$ cat src/rtl/chg_rec_pkg.sv
// chg_rec_pkg
// Shared definitions for the value-change recorder.
//   DROP_CNT_W : width of the optional dropped-record counter
//   rec_t      : {ts, value} record at the default shape (TS_W=16, WIDTH=1);
//                the top declares the same layout from its own parameters
//   lvl_w()    : width of an occupancy counter able to hold 0..depth
//   rec_w()    : packed width of one {ts, value} record
package chg_rec_pkg;

  localparam int DROP_CNT_W = 8;
  localparam int DEF_WIDTH  = 1;
  localparam int DEF_TS_W   = 16;

  typedef struct packed {
    logic [DEF_TS_W-1:0]  ts;
    logic [DEF_WIDTH-1:0] value;
  } rec_t;

  function automatic int lvl_w(input int depth);
    return $clog2(depth) + 1;
  endfunction

  function automatic int rec_w(input int ts_w, input int width);
    return ts_w + width;
  endfunction

endpackage

$ cat src/rtl/chg_rec_fifo.sv
// chg_rec_fifo
// Synchronous show-ahead FIFO holding change records.
//   clk, rst : clock, asynchronous active-high reset
//   push     : write wdata (ignored when full unless a pop happens the same cycle)
//   wdata    : record to store
//   pop      : discard the head entry (ignored when empty)
//   rdata    : head entry, zero while empty
//   full     : level == DEPTH
//   empty    : level == 0
//   level    : occupancy 0..DEPTH
module chg_rec_fifo
  import chg_rec_pkg::*;
#(
  parameter int DEPTH = 8,
  parameter int DW    = 17
) (
  input  logic                    clk,
  input  logic                    rst,
  input  logic                    push,
  input  logic [DW-1:0]           wdata,
  input  logic                    pop,
  output logic [DW-1:0]           rdata,
  output logic                    full,
  output logic                    empty,
  output logic [lvl_w(DEPTH)-1:0] level
);

  localparam int AW = $clog2(DEPTH);
  localparam int LW = lvl_w(DEPTH);

  logic [DW-1:0] mem [DEPTH];
  logic [AW-1:0] wr_ptr;
  logic [AW-1:0] rd_ptr;
  logic          do_push;
  logic          do_pop;

  assign full  = (level == LW'(DEPTH));
  assign empty = (level == '0);

  // A full FIFO can still accept a write when the head leaves in the same
  // cycle; the write lands in the slot the head is vacating.
  assign do_pop  = pop && !empty;
  assign do_push = push && (!full || do_pop);

  // Head is masked to zero while empty so the storage itself needs no reset.
  assign rdata = empty ? '0 : mem[rd_ptr];

  // Pointers wrap naturally because DEPTH is a power of two.
  always_ff @(posedge clk or posedge rst) begin
    if (rst) begin
      wr_ptr <= '0;
      rd_ptr <= '0;
      level  <= '0;
    end else begin
      if (do_push) wr_ptr <= wr_ptr + AW'(1);
      if (do_pop)  rd_ptr <= rd_ptr + AW'(1);
      case ({do_push, do_pop})
        2'b10:   level <= level + LW'(1);
        2'b01:   level <= level - LW'(1);
        default: level <= level;
      endcase
    end
  end

  // Record storage.
  always_ff @(posedge clk) begin
    if (do_push) mem[wr_ptr] <= wdata;
  end

endmodule

$ cat src/rtl/chg_recorder.sv
// chg_recorder
// Value-change recorder: samples sig_in on every enabled cycle and queues a
// {timestamp, value} record whenever it differs from the last sample (the
// first enabled sample after reset is always recorded). Records drain through
// a valid/ready port.
//   clk, rst  : clock, asynchronous active-high reset
//   en        : sampling / timestamp enable
//   sig_in    : monitored signal
//   rec_valid : head record available
//   rec_ready : sink accepts head record
//   rec_ts    : timestamp of head record
//   rec_value : value of head record
//   overflow  : sticky, at least one record dropped
//   level     : FIFO occupancy
//   drop_cnt  : saturating count of dropped records
//               (only when CHG_REC_DROP_CNT_EN is defined)
module chg_recorder
  import chg_rec_pkg::*;
#(
  parameter int WIDTH = 1,
  parameter int TS_W  = 16,
  parameter int DEPTH = 8
) (
  input  logic                    clk,
  input  logic                    rst,
  input  logic                    en,
  input  logic [WIDTH-1:0]        sig_in,
  output logic                    rec_valid,
  input  logic                    rec_ready,
  output logic [TS_W-1:0]         rec_ts,
  output logic [WIDTH-1:0]        rec_value,
  output logic                    overflow,
  output logic [lvl_w(DEPTH)-1:0] level
`ifdef CHG_REC_DROP_CNT_EN
  ,
  output logic [DROP_CNT_W-1:0]   drop_cnt
`endif
);

  localparam int RW = rec_w(TS_W, WIDTH);

  typedef struct packed {
    logic [TS_W-1:0]  ts;
    logic [WIDTH-1:0] value;
  } entry_t;

  logic [TS_W-1:0]  ts;
  logic             primed;
  logic [WIDTH-1:0] prev;
  logic             push_req;
  logic             drop;
  logic             full;
  logic             empty;
  entry_t           wr_entry;
  entry_t           head;
  logic [RW-1:0]    head_bits;

  // Record on the first enabled sample, then on every difference from the
  // previously sampled value. Changes while disabled collapse into one record.
  assign push_req = en && (!primed || (sig_in != prev));
  assign wr_entry = '{ts: ts, value: sig_in};

  // A full FIFO only loses the record when the sink is not popping this cycle.
  assign drop = push_req && full && !rec_ready;

  chg_rec_fifo #(
    .DEPTH (DEPTH),
    .DW    (RW)
  ) u_fifo (
    .clk   (clk),
    .rst   (rst),
    .push  (push_req),
    .wdata (wr_entry),
    .pop   (rec_ready),
    .rdata (head_bits),
    .full  (full),
    .empty (empty),
    .level (level)
  );

  assign head      = entry_t'(head_bits);
  assign rec_valid = !empty;
  assign rec_ts    = head.ts;
  assign rec_value = head.value;

  // Sampling state: timestamp, primed flag and last sampled value all freeze
  // while en is low.
  always_ff @(posedge clk or posedge rst) begin
    if (rst) begin
      ts     <= '0;
      primed <= 1'b0;
      prev   <= '0;
    end else if (en) begin
      ts     <= ts + TS_W'(1);
      primed <= 1'b1;
      prev   <= sig_in;
    end
  end

  // Sticky overflow flag.
  always_ff @(posedge clk or posedge rst) begin
    if (rst) begin
      overflow <= 1'b0;
    end else if (drop) begin
      overflow <= 1'b1;
    end
  end

`ifdef CHG_REC_DROP_CNT_EN
  // Dropped-record counter, saturating at all ones.
  always_ff @(posedge clk or posedge rst) begin
    if (rst) begin
      drop_cnt <= '0;
    end else if (drop && (drop_cnt != '1)) begin
      drop_cnt <= drop_cnt + DROP_CNT_W'(1);
    end
  end
`endif

endmodule

$ cat config.mk
export PLATFORM = sky130hd
export DESIGN_NAME = chg_recorder
export DESIGN_NICKNAME = d
export VERILOG_FILES = /design/src/rtl/chg_rec_pkg.sv /design/src/rtl/chg_rec_fifo.sv /design/src/rtl/chg_recorder.sv
export SDC_FILE = /design/constraint.sdc
export NUM_CORES = 1
export LEC_CHECK = 0
export CELL_PAD_IN_SITES_DETAIL_PLACEMENT = 0
export CELL_PAD_IN_SITES_GLOBAL_PLACEMENT = 1
export CORE_ASPECT_RATIO = 0.7
export CORE_MARGIN = 3
export CORE_UTILIZATION = 50
export CTS_CLUSTER_DIAMETER = 150
export DETAILED_ROUTE_END_ITERATION = 16
export PLACE_DENSITY_LB_ADDON = 0.1
export RECOVER_POWER = 100
export SLEW_MARGIN = 20
export SYNTH_ARGS = -nofsm -noshare
export SYNTH_HDL_FRONTEND = slang
export SYNTH_SLANG_ARGS = --single-unit
$ cat constraint.sdc
create_clock -name clk -period 3.1 [get_ports clk]
set_clock_uncertainty 0.1 [all_clocks]
set_input_delay 0.93 -clock clk [delete_from_list [all_inputs] [get_ports clk]]
set_output_delay 0.93 -clock clk [all_outputs]
set_load 0.05 [all_outputs]
# [Yosys cells after proc, flatten, opt, wreduce, memory -nomap -nowiden]
# Memories as Yosys holds them, arrays and structs flattened.
# Index checks and enable logic that the tools add are counted.
[totals] word_cells=34 register_bits=29 ramBits=136 output_inout_bits=23 input_bits=5 n_memories=1
[classes] n_eq_ne=4 reduce_logical=13 addsub=5 n_mux=4
[memory_table] name="u_fifo.mem" depth=8 width=17 rd=1 rd_ports_with_merged_regs=0 write_ports=1 line_no="chg_rec_fifo.sv:31" text="logic [DW-1:0] mem [DEPTH];"
[op_table] op="$mux 17" n=1
[op_table] op="$add 16x1->16 const B" n=1
[op_table] op="$pmux 4 s2" n=1
[op_table] op="$add 3x1->3 const B" n=2
[op_table] op="$logic_and 1x1->1" n=5
[op_table] op="$add 4x1->4 const B" n=1
[op_table] op="$eq 4x4->1 const B" n=1
[op_table] op="$logic_not 1->1" n=4
[op_table] op="$logic_not 4->1" n=1
[op_table] op="$sub 4x1->4 const B" n=1
[op_table] op="$eq 2x1->1 const B" n=1
[op_table] op="$eq 2x2->1 const B" n=1
[op_table] op="$logic_or 1x1->1" n=2
[op_table] op="$mux 1" n=2
[op_table] op="$reduce_bool 2->1" n=1
[op_table] op="$ne 1x1->1" n=1

# [Longest topological paths before layout]
# Gate-level depths: netlist of run 1.
[depth] depth_word=7 mapped_depth=9 depth_no_buf=8

# [Hierarchy]
# From an unflattened synthesis of run 1, not the netlist that was laid out.
[unflattened] hier_cells=357 hier_area_um2=6685.2
[by_module_without_submodules] mod="chg_rec_fifo" n_inst=1 area_per_inst_um2=5830.6 seq_area_each_um2=4334.2 cells_per_inst=287
[by_module_without_submodules] mod="chg_recorder" n_inst=1 area_per_inst_um2=854.6 seq_area_each_um2=475.5 cells_per_inst=70

# [Least setup slack after synthesis of run 1]
# No wires, ideal clock.
[synth_path] path_kind="input-to-reg" startpoint="input port sig_in" endpoint="memory u_fifo.mem[0][0], enable pin" setup_time_ns=0.412 arrival_time_ns=2.893 t_required_ns=2.588 n_path_buf=0 slack_ns=-0.305 cell_stages=4 path_cell_list="xnor2_1 -> a221oi_4 -> nand2b_1 -> nor3_1"
[synth_between] elab_chain_len=6
[synth_rtl] element="from (decl)" line_no="chg_recorder.sv:27" text="input logic [WIDTH-1:0] sig_in,"
[synth_rtl] element="$ne 1x1->1" line_no="chg_recorder.sv:60" text="assign push_req = en && (!primed || (sig_in != prev));"
[synth_rtl] element="$logic_or 1x1->1" line_no="chg_recorder.sv:60"
[synth_rtl] element="$logic_and 1x1->1" line_no="chg_recorder.sv:60"
[synth_rtl] element="$logic_and 1x1->1" line_no="chg_rec_fifo.sv:43" text="assign do_push = push && (!full || do_pop);"
[synth_rtl] element="$mux 1" line_no="chg_rec_fifo.sv:67" text="if (do_push) mem[wr_ptr] <= wdata;"
[synth_rtl] element="$mux 1 (implied by the code)" line_no="chg_rec_fifo.sv:67"
[synth_rtl] element="to (decl)" line_no="chg_rec_fifo.sv:31"
# Every way passes these cells.

# [Worst setup path in the final report of run 1]
[layout_path] startpoint="register u_fifo.rd_ptr[0]" endpoint="output port rec_ts[5]"
[layout_between] elab_chain_len=2
[layout_rtl] element="from (decl)" line_no="chg_rec_fifo.sv:33" text="logic [AW-1:0] rd_ptr;"
[layout_rtl] element="from (signal assigned)" line_no="chg_rec_fifo.sv:56" text="if (do_pop) rd_ptr <= rd_ptr + AW'(1);"
[layout_rtl] element="$mem_v2 8x17"
[layout_rtl] element="$mux 17" line_no="chg_rec_fifo.sv:46" text="assign rdata = empty ? '0 : mem[rd_ptr];"
[layout_rtl] element="to (decl)" line_no="chg_recorder.sv:30" text="output logic [TS_W-1:0] rec_ts,"
# Every way passes these cells.

==> results of run 1 <==
worst max-delay path, delay by kind of cell (launching register included):
| family | cells | cell delay, ns |
|---|---|---|
| simple gates | 1 | 0.06 |
| mux | 2 | 0.68 |
| buf+inv | 4 | 0.56 |
| flops | 1 | 0.41 |
cell families after synthesis:
group	count (synthesis)	share of synthesized area (%)
fa+ha+maj	4	0.761
flops	165	73.1
xor+xnor	23	3.06
buf+inv	22	1.45
compound gates	10	1.69
mux	57	15.2
simple gates	65	4.68
synthesized netlist by cell type (all sizes together):
master	n	area share (%)
inv	7	0.40
a2111oi	1	0.13
nand3	6	0.46
a32oi	1	0.13
mux2	5	0.86
a31o	1	0.13
xnor2	14	1.9
a21o	1	0.11
mux2i	18	2.7
buf	11	0.82
o32ai	1	0.13
o21ai	1	0.076
mux4	34	12
ha	4	0.76
nand2	10	0.57
and4	2	0.27
a21oi	2	0.15
nor4	1	0.19
nand2b	3	0.29
nor3	8	0.61
a221oi	1	0.40
or2	1	0.095
or3	1	0.095
edfxtp	136	62
nand4	2	0.19
and3	3	0.29
nor2b	1	0.095
xor2	9	1.2
dfrtp	29	11
o41ai	1	0.42
clkbuf	4	0.23
nor2	27	1.5
metal layers:
metal  global-route usage (%)  share of wire [%]  routed length (um)
met1                     34.4                 53                7060
met2                     25.5                 41                5410
met3                     4.63                5.5                 739
met4                     5.33               0.90                 120
met5                        0                  0                   0
flip-flops by register name, indices dropped and copies added, names as in the netlist:
name and cells:
u_fifo.wr_ptr 3, u_fifo.level 4, u_fifo.rd_ptr 3, overflow 1, ts 16, primed 1, prev 1, u_fifo.mem 136
stage by stage:
stage	cells	setup TNS (ns)	setup slack, ns
after floorplan	346	0	0.146
after detailed placement	548	0	0.00597
after global routing	588	-9.83	-0.161
final	588	-0.180	-0.0520
after CTS	587	-0.562	-0.0673
after global placement	548	0	0.0449
power groups by stage:
stage               Clock [uW]  Combinational (uW)  Sequential (uW)
CTS                       2150                3800             3070
global placement             0                3530             3140
finish                    2110                3810             3080
detailed placement           0                3540             3150
floorplan                    0                2020             3050
global route              2230                4040             3120
final timing paths:
check / start / endpoint / slack, ns
worst max-delay path: u_fifo.rd_ptr[0] / rec_ts[5] / -0.05
worst min-delay path: overflow / overflow / 0.41
worst max register to register: u_fifo.level[2] / u_fifo.level[2] / 0.82
worst min register to register: overflow / overflow / 0.41
min in group asynchronous: rst / primed / 1.47
max in group asynchronous: rst / u_fifo.rd_ptr[0] / 0.32
cells in the final DEF, fill, tap and decap left out, drive strengths merged, types with 2 or more instances in the layout:
master         count
dfrtp             29
bufinv             3
buf               49
nand3              6
xnor2             14
nand2             10
and3               3
ha                 4
clkbuf            25
nor2              27
xor2               9
mux4              34
mux2               5
clkdlybuf4s50      6
mux2i             18
and4               2
edfxtp           136
clkinv             6
dlygate4sd3        3
nand4              2
nor3               8
a21oi              2
nand2b             3
clkinvlp           3
inv                7
timing repair:
item / in CTS / in global routing
resized for setup: 7 / 11
cloned: 1 / 0
setup endpoints to repair: 17 / 17
buffers inserted: 6 / 3
pin swaps: 2 / 4
layout make-up:
class | instances | area [um^2]
fillers | 895 | 4400
clock inverters | 12 | 156
inverters | 7 | 26.3
repair buffers | 63 | 855
well taps | 162 | 203
flip-flops and latches | 165 | 4810
multi-input cells | 159 | 1740
clock buffers | 20 | 447
==> results_dict.tcl, run 1 <==
set metrics [dict create \
    cp.required_ns 2.07 \
    drive_above_1_share_pct 32.6 \
    synth_nets 355 \
    yosys_warnings 0 \
    tightest_slew_ns 1.70 \
    synth_seq_cells 165 \
    slew_viol_final 30 \
    finalSetupViolCount 8 \
    p_comb_share_pct 42.3 \
    grt_max_degree 30 \
    fin_util_pct 65.2 \
    diodes 0 \
    critical_path_class "reg2out" \
    fin_crit_sh_pct 102 \
    r2r_cells 7 \
    clock_path_buffers 2 \
    max-vdd-ir-drop_mv 0.687 \
    grt_pass1_wl_um 20700 \
    die_w_um 143 \
    internal_power_uw 5880 \
    cp-end-kind "primary output" \
    swShare_pct 34.7 \
    p_total_uw 9010 \
    gp_congestion 0.737 \
    start_util_pct 52.1 \
    fin_ws_ns -0.0520 \
    rows 34 \
    fmax_ghz 0.317 \
    crit_arrival_ns 2.12 \
    io_pins 28 \
    synth.distinct_cells 35 \
    via_count 3372 \
    die-area_um2 14600 \
    viasPerCell 5.73 \
    fin_crit_ns 3.15 \
    clk_pin_slew_ns 0.07 \
    drc_errors 0 \
    slew_headroom_pct -13.6 \
    synthesis.area_um2 6580 \
    nNetsFinal 422 \
    drt_first_iter_violations 349 \
    whs_ns 0.411 \
    grt_antenna_before_repair 0 \
    clock-root-buffer "clkbuf_16" \
    syn_to_final_growth_pct 25.2 \
    htreeDepth 4 \
    hold_viol_final 0 \
    drv_cap 1 \
    gr-total-overflow 0 \
    core_um2 12600 \
    io_buffers 27 \
    final_area_um2 8240 \
    syn-mean-instance-area_um2 19.0 \
    cts_tree "yes" \
    grt_pass1_vias 3393 \
    dp_hpwl_um 8940 \
    critical_path.max_fanout 7 \
    holdCritPathClass "reg2reg" \
    ant_nets 0 \
    cellLeakagePower_uw 0.00285 \
    cts_sinks 165 \
    routedWlPerCell_um 22.7 \
    dr.pass1.iters 4 \
    seq_power_share_pct 34.2 \
    cpPeakStageDelay_ns 0.48 \
    track_usage_pct 20.1 \
    crit_slowest_cell "mux4_2" \
    die_y_um 102 \
    synthCells 346 \
    finalWirelength_um 13300 \
    cp-start-kind "flop" \
    rsz0062_at_grt "true" \
    violations "max-capacitance violations, max-slew violations, negative setup slack" \
    cts_buffers 17 \
    status "complete, but fails checks" \
    p_sw_uw 3130 \
    crit_top_cell "buf_12" \
    hold_depth 1 \
    p_per_area_nw_per_um2 1090 \
    synth_seq_area_share_pct 73.1 \
    crit_chain "buf_12 -> buf_12 -> buf_4 -> mux4_2 -> mux2i_4 -> nor2_4 -> buf_12" \
    placed_area_um2 7480 \
    hold_buffers 0 \
    clockPowerShare_pct 23.5 \
    clock_latency_ns 0.42 \
]
Note: power is estimated with default switching activity, not from simulation.
==> inputs of run 2 (changes only) <==
Settings changed: CORE_ASPECT_RATIO 0.7 to unset, GPL_ROUTABILITY_DRIVEN set to 0.
==> run 2 against run 1 <==
Net effect:
- the flow finishes with violations (max-capacitance violations, max-slew violations)
- non-clock buffer count down 3
- critical path depth down 1
- design area is 1.8% lower
- critical path type unchanged
- highest routed layer unchanged
==> results_dict.tcl, run 2 (same netlist as run 1, synthesis figures left out) <==
set metrics [dict create \
    via_count 3276 \
    slew_headroom_pct -7.81 \
    tightest_slew_ns 1.62 \
    clock_latency_ns 0.42 \
    grt_pass1_wl_um 19800 \
    reg.largest.list "u_fifo.mem (136), ts (16), u_fifo.level (4)" \
    reg2reg_from "u_fifo.level[2]" \
    die_w_um 121 \
    grt_antenna_before_repair 0 \
    ctsResizeCount 0 \
    critical_path_class "reg2out" \
    max-vdd-ir-drop_mv 0.525 \
    crit_arrival_ns 2.04 \
    diodes 0 \
    die_y_um 121 \
    hold_buffers 0 \
    hold_depth 1 \
    clock-root-buffer "clkbuf_16" \
    crit_chain "buf_12 -> buf_12 -> mux4_2 -> mux2i_1 -> nor2_1 -> buf_12" \
    ant_nets 0 \
    drive_above_1_share_pct 29.1 \
    cp.required_ns 2.07 \
    fin_cells 594 \
    slew_viol_final 30 \
    r2r_cells 7 \
    cts_buffers 17 \
    grt_pass1_vias 3402 \
    io_buffers 27 \
    hold_end "overflow" \
    placed_cells 558 \
    fmax_ghz 0.325 \
    final_cell_mix "edfxtp_1 (136), mux4_2 (34), dfrtp_1 (28)" \
    holdCritPathClass "reg2reg" \
    htreeDepth 4 \
    start_util_pct 51.7 \
    gr-total-overflow 0 \
    drv_cap 1 \
    crit_cells 6 \
    fin_crit_sh_pct 99.2 \
    cp-start-kind "flop" \
    violations "max-capacitance violations, max-slew violations" \
    track_usage_pct 18.7 \
    top_register "u_fifo.mem" \
    whs_ns 0.382 \
    fill_cells 956 \
    io_pins 28 \
    grt_max_degree 30 \
    clock_path_buffers 2 \
    cts_tree "yes" \
    layout_commonest_cell "edfxtp_1" \
    drc_errors 0 \
    cpPeakStageDelay_ns 0.51 \
    p_per_area_nw_per_um2 1060 \
    path_buf_inv 3 \
    viasPerCell 5.52 \
    reg2reg_slack_ns 0.28 \
    cp-end-kind "primary output" \
    largest_reg_flops 136 \
    crit_top_cell "buf_12" \
    cts_sinks 165 \
    core_um2 12700 \
    dp_slack_ns -0.0649 \
    fin_ws_ns 0.0258 \
    die-area_um2 14600 \
    cellLeakagePower_uw 0.00281 \
    clk_pin_slew_ns 0.06 \
    crit_slowest_cell "mux4_2" \
    rows 41 \
    dp_hpwl_um 7760 \
    syn_to_final_growth_pct 23.0 \
    min_from "overflow" \
    routedWlPerCell_um 21.1 \
    fin_crit_ns 3.07 \
    critical_path.max_fanout 5 \
    reg2reg_to "u_fifo.level[2]" \
    nNetsFinal 419 \
    cpLargestDelayFamily "multiplexers" \
    finalSetupViolCount 0 \
    status "complete, but fails checks" \
    rsz0062_at_grt "true" \
    drt_first_iter_violations 247 \
    hold_viol_final 0 \
    dr.pass1.iters 4 \
    finalWirelength_um 12600 \
]
-- run 2: changes by cell type in the layout (fill, tap and decap cells not counted), moves of 2 or more --
cell and delta:
nor2_1 +9, nor2_2 -8, buf_8 -3, mux2i_1 +3, clkinv_2 +2, clkinv_4 -2
mux2i_2 -2
-- run 2: power breakdown --
part / internal, uW / leakage [uW] / switching, uW
combinational: 1700 / 0.00102 / 1850
sequential: 2770 / 0.00153 / 283
clock: 1180 / 0.000265 / 820
total: 5650 / 0.00281 / 2960
-- run 2: worst max-delay path by stage --
stage                          start                to
finish              u_fifo.rd_ptr[0]         rec_ts[1]
global route        u_fifo.rd_ptr[0]         rec_ts[1]
CTS                 u_fifo.rd_ptr[0]         rec_ts[1]
detailed placement            sig_in  u_fifo.mem[7][3]
global placement              sig_in  u_fifo.mem[7][1]
floorplan                     sig_in  u_fifo.mem[1][0]
-- run 2: final cells by class --
type / count / area (um^2) / area share (%)
clock inverters: 12 / 131 / 1.62
flip-flops and latches: 165 / 4810 / 59.5
inverters: 7 / 26.3 / 0.325
clock buffers: 19 / 433 / 5.35
repair buffers: 60 / 801 / 9.90
multi-input cells: 159 / 1670 / 20.7
well taps: 172 / 215 / 2.66
-- run 2: per-layer routing --
| layer | routed length (um) | GRT usage (%) | up-vias |
|---|---|---|---|
| met5 | 0 | 0 | - |
| met4 | 183 | 6.37 | 0 |
| met3 | 483 | 4.40 | 17 |
| met2 | 6370 | 30.1 | 61 |
| met1 | 5520 | 25.5 | 1715 |
| li1 | - | - | 1483 |
-- run 2: stage by stage --
| step | cell area, um^2 | setup TNS (ns) | power (uW) | util, % |
|---|---|---|---|---|
| after floorplan | 6590 | 0 | 5070 | - |
| after global placement | 7470 | -0.0665 | 6540 | 58.7 |
| after detailed placement | 7470 | -2.82 | 6590 | 58.7 |
| after CTS | 8040 | -0.0512 | 8590 | 63.2 |
| after global routing | 8090 | -0.402 | 8980 | 63.6 |
| final | 8090 | 0 | 8600 | 63.6 |
-- run 2: timing repair --
action                     CTS  global route
setup buffers                1             1
setup endpoints to repair   14            15
cloned                       0             3
